==> src/rtl/background_control_pipeline.sv <==
// Background layer fetch/render: serial char/palette/tile fetch, 2bpp serial pixels from cycle 48 after lineStarting, fixed phase, no backpressure.
// Optional BGPIPE_TRANSPARENT_EN: colour index 0 always emits 2'b00.
module background_control_pipeline #(
   parameter int TILES_PER_LINE = 32
) (
   input  logic       clk,
   input  logic       rst_n,
   input  logic       lineStarting,
   input  logic [4:0] panOffset,
   output logic       charAddrOut,
   input  logic       charDataIn,
   output logic       palAddrOut,
   input  logic       palDataIn,
   output logic       tileLowAddrOut,
   output logic       tileHighAddrOut,
   input  logic       tileLowDataIn,
   input  logic       tileHighDataIn,
   output logic       pixelOut
);

   localparam logic [8:0] LAST_FETCH = 9'(TILES_PER_LINE);
   localparam logic [8:0] LAST_ATTR  = 9'(TILES_PER_LINE + 1);
   localparam logic [8:0] LAST_PIX   = 9'(TILES_PER_LINE + 2);

   logic       active, n_active;
   logic [8:0] slot, n_slot;
   logic [3:0] phase, n_phase;
   logic [1:0] coarse, n_coarse;
   logic [2:0] fine, n_fine;
   logic [7:0] char_sr, n_char_sr;
   logic [7:0] pal_sr, n_pal_sr, low_sr, n_low_sr, high_sr, n_high_sr;
   logic [7:0] cur_pal, n_cur_pal, cur_low, n_cur_low, cur_high, n_cur_high;
   logic [7:0] nxt_pal, n_nxt_pal, nxt_low, n_nxt_low, nxt_high, n_nxt_high;

   // State counters describe the cycle whose outputs are currently driven.
   always_comb begin
      n_active   = active;
      n_slot     = slot;
      n_phase    = phase;
      n_coarse   = coarse;
      n_fine     = fine;
      n_char_sr  = char_sr;
      n_pal_sr   = pal_sr;
      n_low_sr   = low_sr;
      n_high_sr  = high_sr;
      n_cur_pal  = cur_pal;
      n_cur_low  = cur_low;
      n_cur_high = cur_high;
      n_nxt_pal  = nxt_pal;
      n_nxt_low  = nxt_low;
      n_nxt_high = nxt_high;
      if (lineStarting) begin
         n_active   = 1'b1;
         n_slot     = 9'd0;
         n_phase    = 4'd0;
         n_coarse   = panOffset[4:3];
         n_fine     = panOffset[2:0];
         n_char_sr  = 8'd0;
         n_pal_sr   = 8'd0;
         n_low_sr   = 8'd0;
         n_high_sr  = 8'd0;
         n_cur_pal  = 8'd0;
         n_cur_low  = 8'd0;
         n_cur_high = 8'd0;
         n_nxt_pal  = 8'd0;
         n_nxt_low  = 8'd0;
         n_nxt_high = 8'd0;
      end else if (active) begin
         if (phase[3]) begin
            if (slot <= LAST_FETCH)
               n_char_sr = {char_sr[6:0], charDataIn};
            if (slot != 9'd0 && slot <= LAST_ATTR) begin
               n_pal_sr  = {pal_sr[6:0], palDataIn};
               n_low_sr  = {low_sr[6:0], tileLowDataIn};
               n_high_sr = {high_sr[6:0], tileHighDataIn};
               // Completed tile slides into the two-tile pixel window.
               if (phase == 4'd15) begin
                  n_cur_pal  = nxt_pal;
                  n_cur_low  = nxt_low;
                  n_cur_high = nxt_high;
                  n_nxt_pal  = n_pal_sr;
                  n_nxt_low  = n_low_sr;
                  n_nxt_high = n_high_sr;
               end
            end
         end
         n_phase = phase + 4'd1;
         if (phase == 4'd15) begin
            if (slot == LAST_PIX) begin
               n_active = 1'b0;
               n_slot   = 9'd0;
            end else begin
               n_slot = slot + 9'd1;
            end
         end
      end
   end

   logic [2:0] bit_sel;
   logic [7:0] char_addr;
   logic [3:0] q;
   logic [2:0] col;
   logic [7:0] src_pal, src_low, src_high, pal_shift;
   logic [1:0] cidx, entry;
   logic       n_char_out, n_attr_out, n_pix_out;

   always_comb begin
      bit_sel   = 3'd7 - n_phase[2:0];
      char_addr = n_slot[7:0] + {6'd0, n_coarse};
      q         = {1'b0, n_phase[3:1]} + {1'b0, n_fine};
      col       = 3'd7 - q[2:0];
      src_pal   = q[3] ? n_nxt_pal  : n_cur_pal;
      src_low   = q[3] ? n_nxt_low  : n_cur_low;
      src_high  = q[3] ? n_nxt_high : n_cur_high;
      cidx      = {src_high[col], src_low[col]};
      pal_shift = src_pal >> {cidx, 1'b0};
`ifdef BGPIPE_TRANSPARENT_EN
      entry     = (cidx == 2'd0) ? 2'b00 : pal_shift[1:0];
`else
      entry     = pal_shift[1:0];
`endif
      n_char_out = n_active && !n_phase[3] && (n_slot <= LAST_FETCH) && char_addr[bit_sel];
      n_attr_out = n_active && !n_phase[3] && (n_slot != 9'd0) && (n_slot <= LAST_ATTR)
                   && n_char_sr[bit_sel];
      n_pix_out  = n_active && (n_slot >= 9'd3) && (n_slot <= LAST_PIX)
                   && (n_phase[0] ? entry[0] : entry[1]);
   end

   always_ff @(posedge clk or negedge rst_n) begin
      if (!rst_n) begin
         active          <= 1'b0;
         slot            <= 9'd0;
         phase           <= 4'd0;
         coarse          <= 2'd0;
         fine            <= 3'd0;
         char_sr         <= 8'd0;
         pal_sr          <= 8'd0;
         low_sr          <= 8'd0;
         high_sr         <= 8'd0;
         cur_pal         <= 8'd0;
         cur_low         <= 8'd0;
         cur_high        <= 8'd0;
         nxt_pal         <= 8'd0;
         nxt_low         <= 8'd0;
         nxt_high        <= 8'd0;
         charAddrOut     <= 1'b0;
         palAddrOut      <= 1'b0;
         tileLowAddrOut  <= 1'b0;
         tileHighAddrOut <= 1'b0;
         pixelOut        <= 1'b0;
      end else begin
         active          <= n_active;
         slot            <= n_slot;
         phase           <= n_phase;
         coarse          <= n_coarse;
         fine            <= n_fine;
         char_sr         <= n_char_sr;
         pal_sr          <= n_pal_sr;
         low_sr          <= n_low_sr;
         high_sr         <= n_high_sr;
         cur_pal         <= n_cur_pal;
         cur_low         <= n_cur_low;
         cur_high        <= n_cur_high;
         nxt_pal         <= n_nxt_pal;
         nxt_low         <= n_nxt_low;
         nxt_high        <= n_nxt_high;
         charAddrOut     <= n_char_out;
         palAddrOut      <= n_attr_out;
         tileLowAddrOut  <= n_attr_out;
         tileHighAddrOut <= n_attr_out;
         pixelOut        <= n_pix_out;
      end
   end

endmodule

==> config.mk <==
export PLATFORM = sky130hd
export DESIGN_NAME = background_control_pipeline
export DESIGN_NICKNAME = d
export VERILOG_FILES = /design/src/rtl/background_control_pipeline.sv
export SDC_FILE = /design/constraint.sdc
export NUM_CORES = 1
export LEC_CHECK = 0
export ABC_CLOCK_PERIOD_IN_PS = 5400
export BUFFER_PORTS_ARGS = -buffer_cell sky130_fd_sc_hd__buf_4
export CORE_ASPECT_RATIO = 1.4
export CORE_MARGIN = 4
export CORE_UTILIZATION = 48
export CTS_CLUSTER_SIZE = 12
export DETAILED_ROUTE_END_ITERATION = 10
export PLACE_DENSITY_LB_ADDON = 0.08
export SLEW_MARGIN = 25
export SYNTH_ARGS = -nofsm -noshare
export SYNTH_HDL_FRONTEND = slang
export SYNTH_SLANG_ARGS = --single-unit
==> constraint.sdc <==
create_clock -name clk -period 5.4 [get_ports clk]
set_input_delay 1.08 -clock clk [delete_from_list [all_inputs] [get_ports clk]]
set_output_delay 1.08 -clock clk [all_outputs]
set_load 0.1 [all_outputs]
==> results.sh, run 1 <==
export IMPL_cts_buffers=9
export IMPL_finalSetupViolCount=0
export IMPL_vdd_drop_max_mv=0.175
export IMPL_p_comb_share_pct=11.0
export IMPL_final_util_pct=54.6
export IMPL_finClkSkew_ps=8.86
export IMPL_dp_hpwl_um=8720
export IMPL_sequentialPowerShare_pct=44.9
export IMPL_nets=625
export IMPL_wirelength_um=12700
export IMPL_die_h_um=134
export IMPL_areaGrowthSynthToFinish_pct=9.93
export IMPL_placed_area_um2=5690
export IMPL_htree_levels=3
export IMPL_p_total_w=0.00167
export IMPL_rsz0062_at_grt="false"
export IMPL_synth_cell_area_um2=5480
export IMPL_outcome="finished clean"
export IMPL_cts_sinks=99
export IMPL_hold_class="reg -> reg"
export IMPL_coreArea_um2=11000
export IMPL_synth_most_common_cell="nand2_1"
export IMPL_io_buffers=16
export IMPL_power_density_nw_per_um2=278
export IMPL_cts_post_setup_buffers_inserted=0
export IMPL_antenna_found_initial=0
export IMPL_synth_area_leaders="dfrtp_1 45%, nand2_1 10%, a21oi_1 6.7%"
export IMPL_clk_path_buf_depth=2
export IMPL_drv_cap=0
export IMPL_synth_edf_count=0
export IMPL_syn_inst=603
export IMPL_yosysTopAreaCell="dfrtp_1"
export IMPL_worstPathArrival_ps=4670
export IMPL_initial_utilization_pct=49.7
export IMPL_place_ws_ps=632
export IMPL_io_pins=17
export IMPL_sw_frac_of_total_pct=24.2
export IMPL_finalHoldViolCount=0
export IMPL_cts_resized=0
export IMPL_fin_crit_sh_pct=82.0
export IMPL_drt_initial_drc_count=261
export IMPL_ant_nets=0
export IMPL_syn_nets=627
export IMPL_cp_max_fo=8
export IMPL_worst_pin_slew_ps=939
export IMPL_dr_pass1_iters=5
export IMPL_overflow=0
export IMPL_yosys_warnings=0
export IMPL_finalWeightedCongestion=0.843
export IMPL_p_clk_share_pct=44.1
export IMPL_final_area_um2=6030
export IMPL_yosysSeqAreaShare_pct=45.2
export IMPL_route_detailed_drc=0
export IMPL_synth_distinct_cells=66
export IMPL_path_cells="buf_4 -> nor2_1 -> inv_1 -> fa_1 -> xor2_1 -> mux2i_1 -> mux4_2 -> a21oi_1 -> nor2b_1 -> a2111oi_4 -> nor2_2 -> a22o_1 -> o32ai_1"
export IMPL_path_class="in -> reg"
export IMPL_routedWlPerCell_um=16.9
export IMPL_grt_max_degree=60
export IMPL_internal_power_w=0.00127
export IMPL_clk_pin_slew_worst_paths_ps=70
export IMPL_cts_tree="yes"
export IMPL_rows=45
export IMPL_worst_slack_ps=971
export IMPL_cts_hold_buf=0
export IMPL_max_slew_margin_rel_pct=37.4
export IMPL_ys_async_sr_fraction_pct=100
export IMPL_yosysTopAreaCellShare_pct=45.2
export IMPL_max_stage_delay_ps=630
export IMPL_n_antenna_cell=0
export IMPL_crit_slowest_cell="xor2_1"
export IMPL_leakage_nw=2.49
export IMPL_die_area_um2=13200
export IMPL_synth_main_ff_cell="dfrtp_1"
export IMPL_cp_required_ps=5640
export IMPL_syn_area_per_cell_um2=9.09
export IMPL_setup_tns_final_ps=0
export IMPL_die_w_um=98.3
export IMPL_drive_gt1_share_pct=11.2
export IMPL_avgViaCountPerCell=5.77
export IMPL_cts_root_buffer="clkbuf_16"
export IMPL_post_route_min_period_ps=4430
export IMPL_grt_pass1_wl_um=21000
export IMPL_p_switching_w=0.000404
export IMPL_worstSetupStartpointType="input port"
export IMPL_critPathCaptureType="register"
export IMPL_grt_pass1_vias=4062
export IMPL_nFillCells=1012
export IMPL_synthTopCellsByCount="152 x nand2_1, 99 x dfrtp_1, 73 x a21oi_1"
export IMPL_synth_seq_cells=99
export IMPL_slew_viol_final=0
export IMPL_vias=4307
export IMPL_grt_use_total_pct=19.7
export IMPL_clk_latency_ps=350
export IMPL_fmax_mhz=226
-- power groups by stage --
stage / combinational (W) / clock (W) / sequential, W
after global placement: 0.000182 / 0 / 0.000765
after CTS: 0.000185 / 0.000751 / 0.000751
final: 0.000183 / 0.000738 / 0.000751
after global routing: 0.000200 / 0.000780 / 0.000751
after floorplan: 0.000120 / 0 / 0.000774
after detailed placement: 0.000184 / 0 / 0.000765
-- state kept, by name (all words and copies together) (netlist names), 8 cells and up --
name,count
cur_low,8
nxt_high,8
cur_pal,8
cur_high,8
slot,9
char_sr,8
nxt_pal,8
nxt_low,8
-- worst max-delay path, delay by kind of cell --
kind                     cells  cell delay [ps]
AO/OA/AOI/OAI                4             1140
multiplexers                 2              640
XOR/XNOR                     1              630
adder cells (fa/ha/maj)      1              460
AND/OR/NAND/NOR              3              420
buffers and inverters        2              290
-- path summary, 6_finish.rpt --
| check | startpoint | end | slack [ps] | cells after the start |
|---|---|---|---|---|
| max | lineStarting | pixelOut | 970 | 13 |
| max in group asynchronous | rst_n | high_sr[0] | 3570 | 2 |
| min in group asynchronous | rst_n | slot[8] | 720 | 1 |
| min reg2reg | fine[0] | fine[0] | 500 | 1 |
| max reg2reg | phase[0] | pixelOut | 1020 | 15 |
| min | fine[0] | fine[0] | 500 | 1 |
-- cell families (layout without fill, tap and decap cells) --
| family | count (synthesis) | in the layout | synth area share, % |
|---|---|---|---|
| flops | 99 | 99 | 45.2 |
| fa+ha+maj | 12 | 12 | 3.01 |
| simple gates | 267 | 267 | 23.1 |
| compound gates | 129 | 129 | 15.0 |
| mux | 37 | 37 | 8.01 |
| buf+inv | 47 | 50 | 3.74 |
| xor+xnor | 12 | 12 | 1.92 |
-- final cells by class --
cell class	instances	area [µm²]	share of cell area, %
clock buffers	10	229	3.80
clock inverters	6	111	1.85
inverters	8	30.0	0.498
multi-input cells	457	2810	46.6
flip-flops and latches	99	2480	41.1
well taps	141	176	2.93
repair buffers	26	195	3.24
-- metrics by stage --
stage,hold WS [ps],cells
detailed placement,490,731
CTS,506,747
global route,538,747
finish,502,747
floorplan,474,603
global placement,488,731
-- cell usage in the layout, fill, tap and decap left out, types with 3 or more instances in the layout --
cell / netlist / routed
a211o_1: 5 / 5
a211oi_1: 4 / 4
a21oi_1: 73 / 73
a221oi_1: 4 / 4
a31oi_1: 6 / 6
and2_1: 3 / 3
and3_1: 8 / 8
buf_4: 2 / 26
bufinv_16: 0 / 3
clkbuf_16: 0 / 9
dfrtp_1: 99 / 99
ha_1: 10 / 10
inv_1: 8 / 8
mux2_2: 5 / 5
mux2i_1: 27 / 27
mux4_2: 5 / 5
nand2_1: 152 / 152
nand3_1: 21 / 21
nand4_1: 8 / 8
nor2_1: 42 / 41
nor2b_1: 3 / 3
nor3_1: 6 / 6
o21ai_0: 9 / 9
o31ai_1: 3 / 3
xnor2_1: 6 / 6
xor2_1: 6 / 6
-- layer usage --
layer,part of all wire (%),vias to the layer above,global-route usage (%)
met5,0,-,0
met1,43,2095,26.7
li1,-,2099,-
met2,51,99,32.5
met3,4.1,14,3.23
met4,1.5,0,5.69
Power figures use the tool's default switching activity.
==> inputs of run 2 (changes only) <==
- ABC_AREA: not set -> 1
- ABC_CLOCK_PERIOD_IN_PS: 5400 -> 4000
- clock period: 5.4 -> 4 ns (I/O delays scaled with it)
==> results.sh, run 2 <==
export IMPL_r2r_start="active"
export IMPL_cts_resized=0
export IMPL_finalSetupViolCount=0
export IMPL_layout_common_cells="116 x nand2_1, 99 x inv_1, 99 x dfrtp_1"
export IMPL_wirelength_um=13800
export IMPL_io_buffers=16
export IMPL_r2r_slack_ps=770
export IMPL_internal_power_w=0.00163
export IMPL_ys_async_sr_fraction_pct=100
export IMPL_yosysTopAreaCell="dfrtp_1"
export IMPL_crit_start="lineStarting"
export IMPL_hold_class="reg -> reg"
export IMPL_cts_post_setup_buffers_inserted=0
export IMPL_drt_initial_drc_count=216
export IMPL_p_clk_share_pct=42.5
export IMPL_worstPathArrival_ps=3540
export IMPL_fin_crit_sh_pct=82.5
export IMPL_htree_levels=3
export IMPL_cp_max_fo=24
export IMPL_crit_slowest_cell="inv_1"
export IMPL_wl_met3_um=420
export IMPL_die_w_um=99.2
export IMPL_power_density_nw_per_um2=360
export IMPL_synth_area_leaders="dfrtp_1 44%, nand2_1 7.8%, nand3_1 6.7%"
export IMPL_synth_most_common_cell="nand2_1"
export IMPL_p_switching_w=0.000571
export IMPL_regMostFlops="slot"
export IMPL_crit_top_cell="nand3_1"
export IMPL_n_antenna_cell=0
export IMPL_ff_latch_area_um2=2480
export IMPL_cts_hold_buf=0
export IMPL_top_layer="met4"
export IMPL_clk_pin_slew_worst_paths_ps=70
export IMPL_critPathCaptureType="register"
export IMPL_cts_sinks=99
export IMPL_p_comb_share_pct=11.5
export IMPL_cts_buffers=9
export IMPL_grt_pass1_vias=4685
export IMPL_synthTopCellsByCount="116 x nand2_1, 99 x dfrtp_1, 99 x inv_1"
export IMPL_synth_edf_count=0
export IMPL_synth_simple_area_share_pct=31.8
export IMPL_largest_reg_flops=9
export IMPL_path_class="in -> reg"
export IMPL_synth_mux_area_share_pct=0.358
export IMPL_yosysSeqAreaShare_pct=44.3
export IMPL_multi_input_area_um2=2510
export IMPL_vdd_drop_max_mv=0.192
export IMPL_die_h_um=136
export IMPL_synth_compound_area_share_pct=8.55
export IMPL_io_pins=17
export IMPL_vias=4804
export IMPL_clk_path_buf_depth=2
export IMPL_layout_commonest_cell="nand2_1"
export IMPL_ant_nets=0
export IMPL_grt_pass1_wl_um=22800
export IMPL_max_stage_delay_ps=360
export IMPL_cp_buffers_inverters=4
export IMPL_finalWeightedCongestion=0.832
export IMPL_fmax_mhz=303
export IMPL_synth_top_family_by_area="simple AND/OR/NAND/NOR gates"
export IMPL_yosysTopAreaCellShare_pct=44.3
export IMPL_die_area_um2=13500
export IMPL_path_cells="buf_4 -> inv_2 -> or2_2 -> o21ai_0 -> inv_1 -> ha_1 -> a31oi_2 -> inv_1 -> nand4_1 -> nand3_1 -> nand3_1 -> nand3_2 -> nand2_2 -> nand2_1 -> nand3_1 -> nand2_1 -> nor2_1 -> nor2_1"
export IMPL_drive_gt1_share_pct=10.8
export IMPL_final_util_pct=53.7
export IMPL_yosys_warnings=0
export IMPL_drv_cap=0
export IMPL_finalHoldWorstSlack_ps=493
export IMPL_synth_fa_ha_area_share_pct=2.95
export IMPL_slew_viol_final=0
export IMPL_sw_frac_of_total_pct=25.9
export IMPL_antenna_found_initial=0
export IMPL_syn_area_per_cell_um2=7.79
export IMPL_rsz0062_at_grt="false"
export IMPL_routedWlPerCell_um=16.0
export IMPL_worst_pin_slew_ps=1010
export IMPL_syn_inst=718
export IMPL_crit_end="pixelOut"
export IMPL_overflow=0
export IMPL_nFillCells=1118
export IMPL_cts_tree="yes"
export IMPL_areaGrowthSynthToFinish_pct=9.40
export IMPL_clk_latency_ps=340
export IMPL_initial_utilization_pct=49.1
export IMPL_dr_pass1_iters=5
export IMPL_wl_met1_um=5920
export IMPL_outcome="finished clean"
export IMPL_sequentialPowerShare_pct=46.0
export IMPL_grt_max_degree=111
export IMPL_grt_use_total_pct=21.3
export IMPL_post_route_min_period_ps=3300
export IMPL_r2r_end="pixelOut"
export IMPL_coreArea_um2=11400
export IMPL_synth_main_ff_cell="dfrtp_1"
export IMPL_cts_root_buffer="clkbuf_16"
export IMPL_finClkSkew_ps=8.33
export IMPL_dp_hpwl_um=9420
export IMPL_crit_family="simple AND/OR/NAND/NOR gates"
export IMPL_leakage_nw=3.20
export IMPL_avgViaCountPerCell=5.54
export IMPL_finalHoldViolCount=0
export IMPL_syn_nets=742
export IMPL_nets=743
export IMPL_worstSetupStartpointType="input port"
export IMPL_synth_distinct_cells=37
export IMPL_rows=46
export IMPL_cp_required_ps=4240
export IMPL_met2WireLength_um=7240
export IMPL_synth_cell_area_um2=5590
export IMPL_synthXorXnorAreaFrac_pct=1.10
export IMPL_max_slew_margin_rel_pct=32.8
export IMPL_synth_seq_cells=99
export IMPL_setup_tns_final_ps=0
export IMPL_route_detailed_drc=0
export IMPL_path_depth=18
export IMPL_reg2reg_depth=19
run 2: through the flow:
stage / cell area (µm²) / power [W] / worst slack (ps) / instances
final: 6120 / 0.00220 / 699 / 867
after global routing: 6120 / 0.00229 / 360 / 867
after CTS: 6120 / 0.00222 / 718 / 867
after detailed placement: 5800 / 0.00129 / 355 / 852
after global placement: 5800 / 0.00128 / 513 / 852
after floorplan: 5590 / 0.00120 / 307 / 718
run 2: worst register-to-register path, stage by stage (launching register included):
cell and delay, ps:
dfrtp_1 560, nand2_1 130, nor2_1 160, nor2_1 50, nor2_1 190, ha_1 310
nand2_1 90, nand2_1 60, a31oi_2 170, inv_1 360, nand4_1 230, nand3_1 90
nand3_1 100, nand3_2 130, nand2_2 130, nand2_1 60, nand3_1 90, nand2_1 60
nor2_1 110, nor2_1 50
run 2: kinds of logic (layout without fill, tap and decap cells):
group,Yosys count,count (layout)
fa+ha+maj,12,12
compound gates,90,90
buf+inv,149,154
simple gates,359,359
mux,2,2
flops,99,99
xor+xnor,7,7
run 2: worst min path at each step:
stage	start	to	cells after the start
3_5_place_dp	fine[0]	fine[0]	2
3_3_place_gp	fine[0]	fine[0]	2
6_report	fine[0]	fine[0]	2
2_1_floorplan	coarse[0]	coarse[0]	2
5_1_grt	fine[2]	fine[2]	2
4_1_cts	fine[0]	fine[0]	2
run 2: power by group through the flow:
stage | registers, W | clock network, W | logic, W
after floorplan | 0.00105 | 0 | 0.000150
after global placement | 0.00103 | 0 | 0.000247
after detailed placement | 0.00103 | 0 | 0.000255
after CTS | 0.00101 | 0.000953 | 0.000256
after global routing | 0.00101 | 0.000994 | 0.000283
final | 0.00101 | 0.000936 | 0.000253
run 2: metal layers:
| metal | up-vias | track usage [%] |
|---|---|---|
| met5 | - | 0 |
| met4 | 0 | 8.28 |
| met3 | 25 | 3.61 |
| met2 | 76 | 37.0 |
| met1 | 2313 | 26.3 |
| li1 | 2390 | - |
run 2: final cells by class:
class | instances | share of cell area (%)
multi-input cells | 470 | 41.0
inverters | 109 | 6.69
clock inverters | 6 | 1.49
clock buffers | 9 | 3.68
well taps | 144 | 2.95
repair buffers | 30 | 3.68
flip-flops and latches | 99 | 40.5
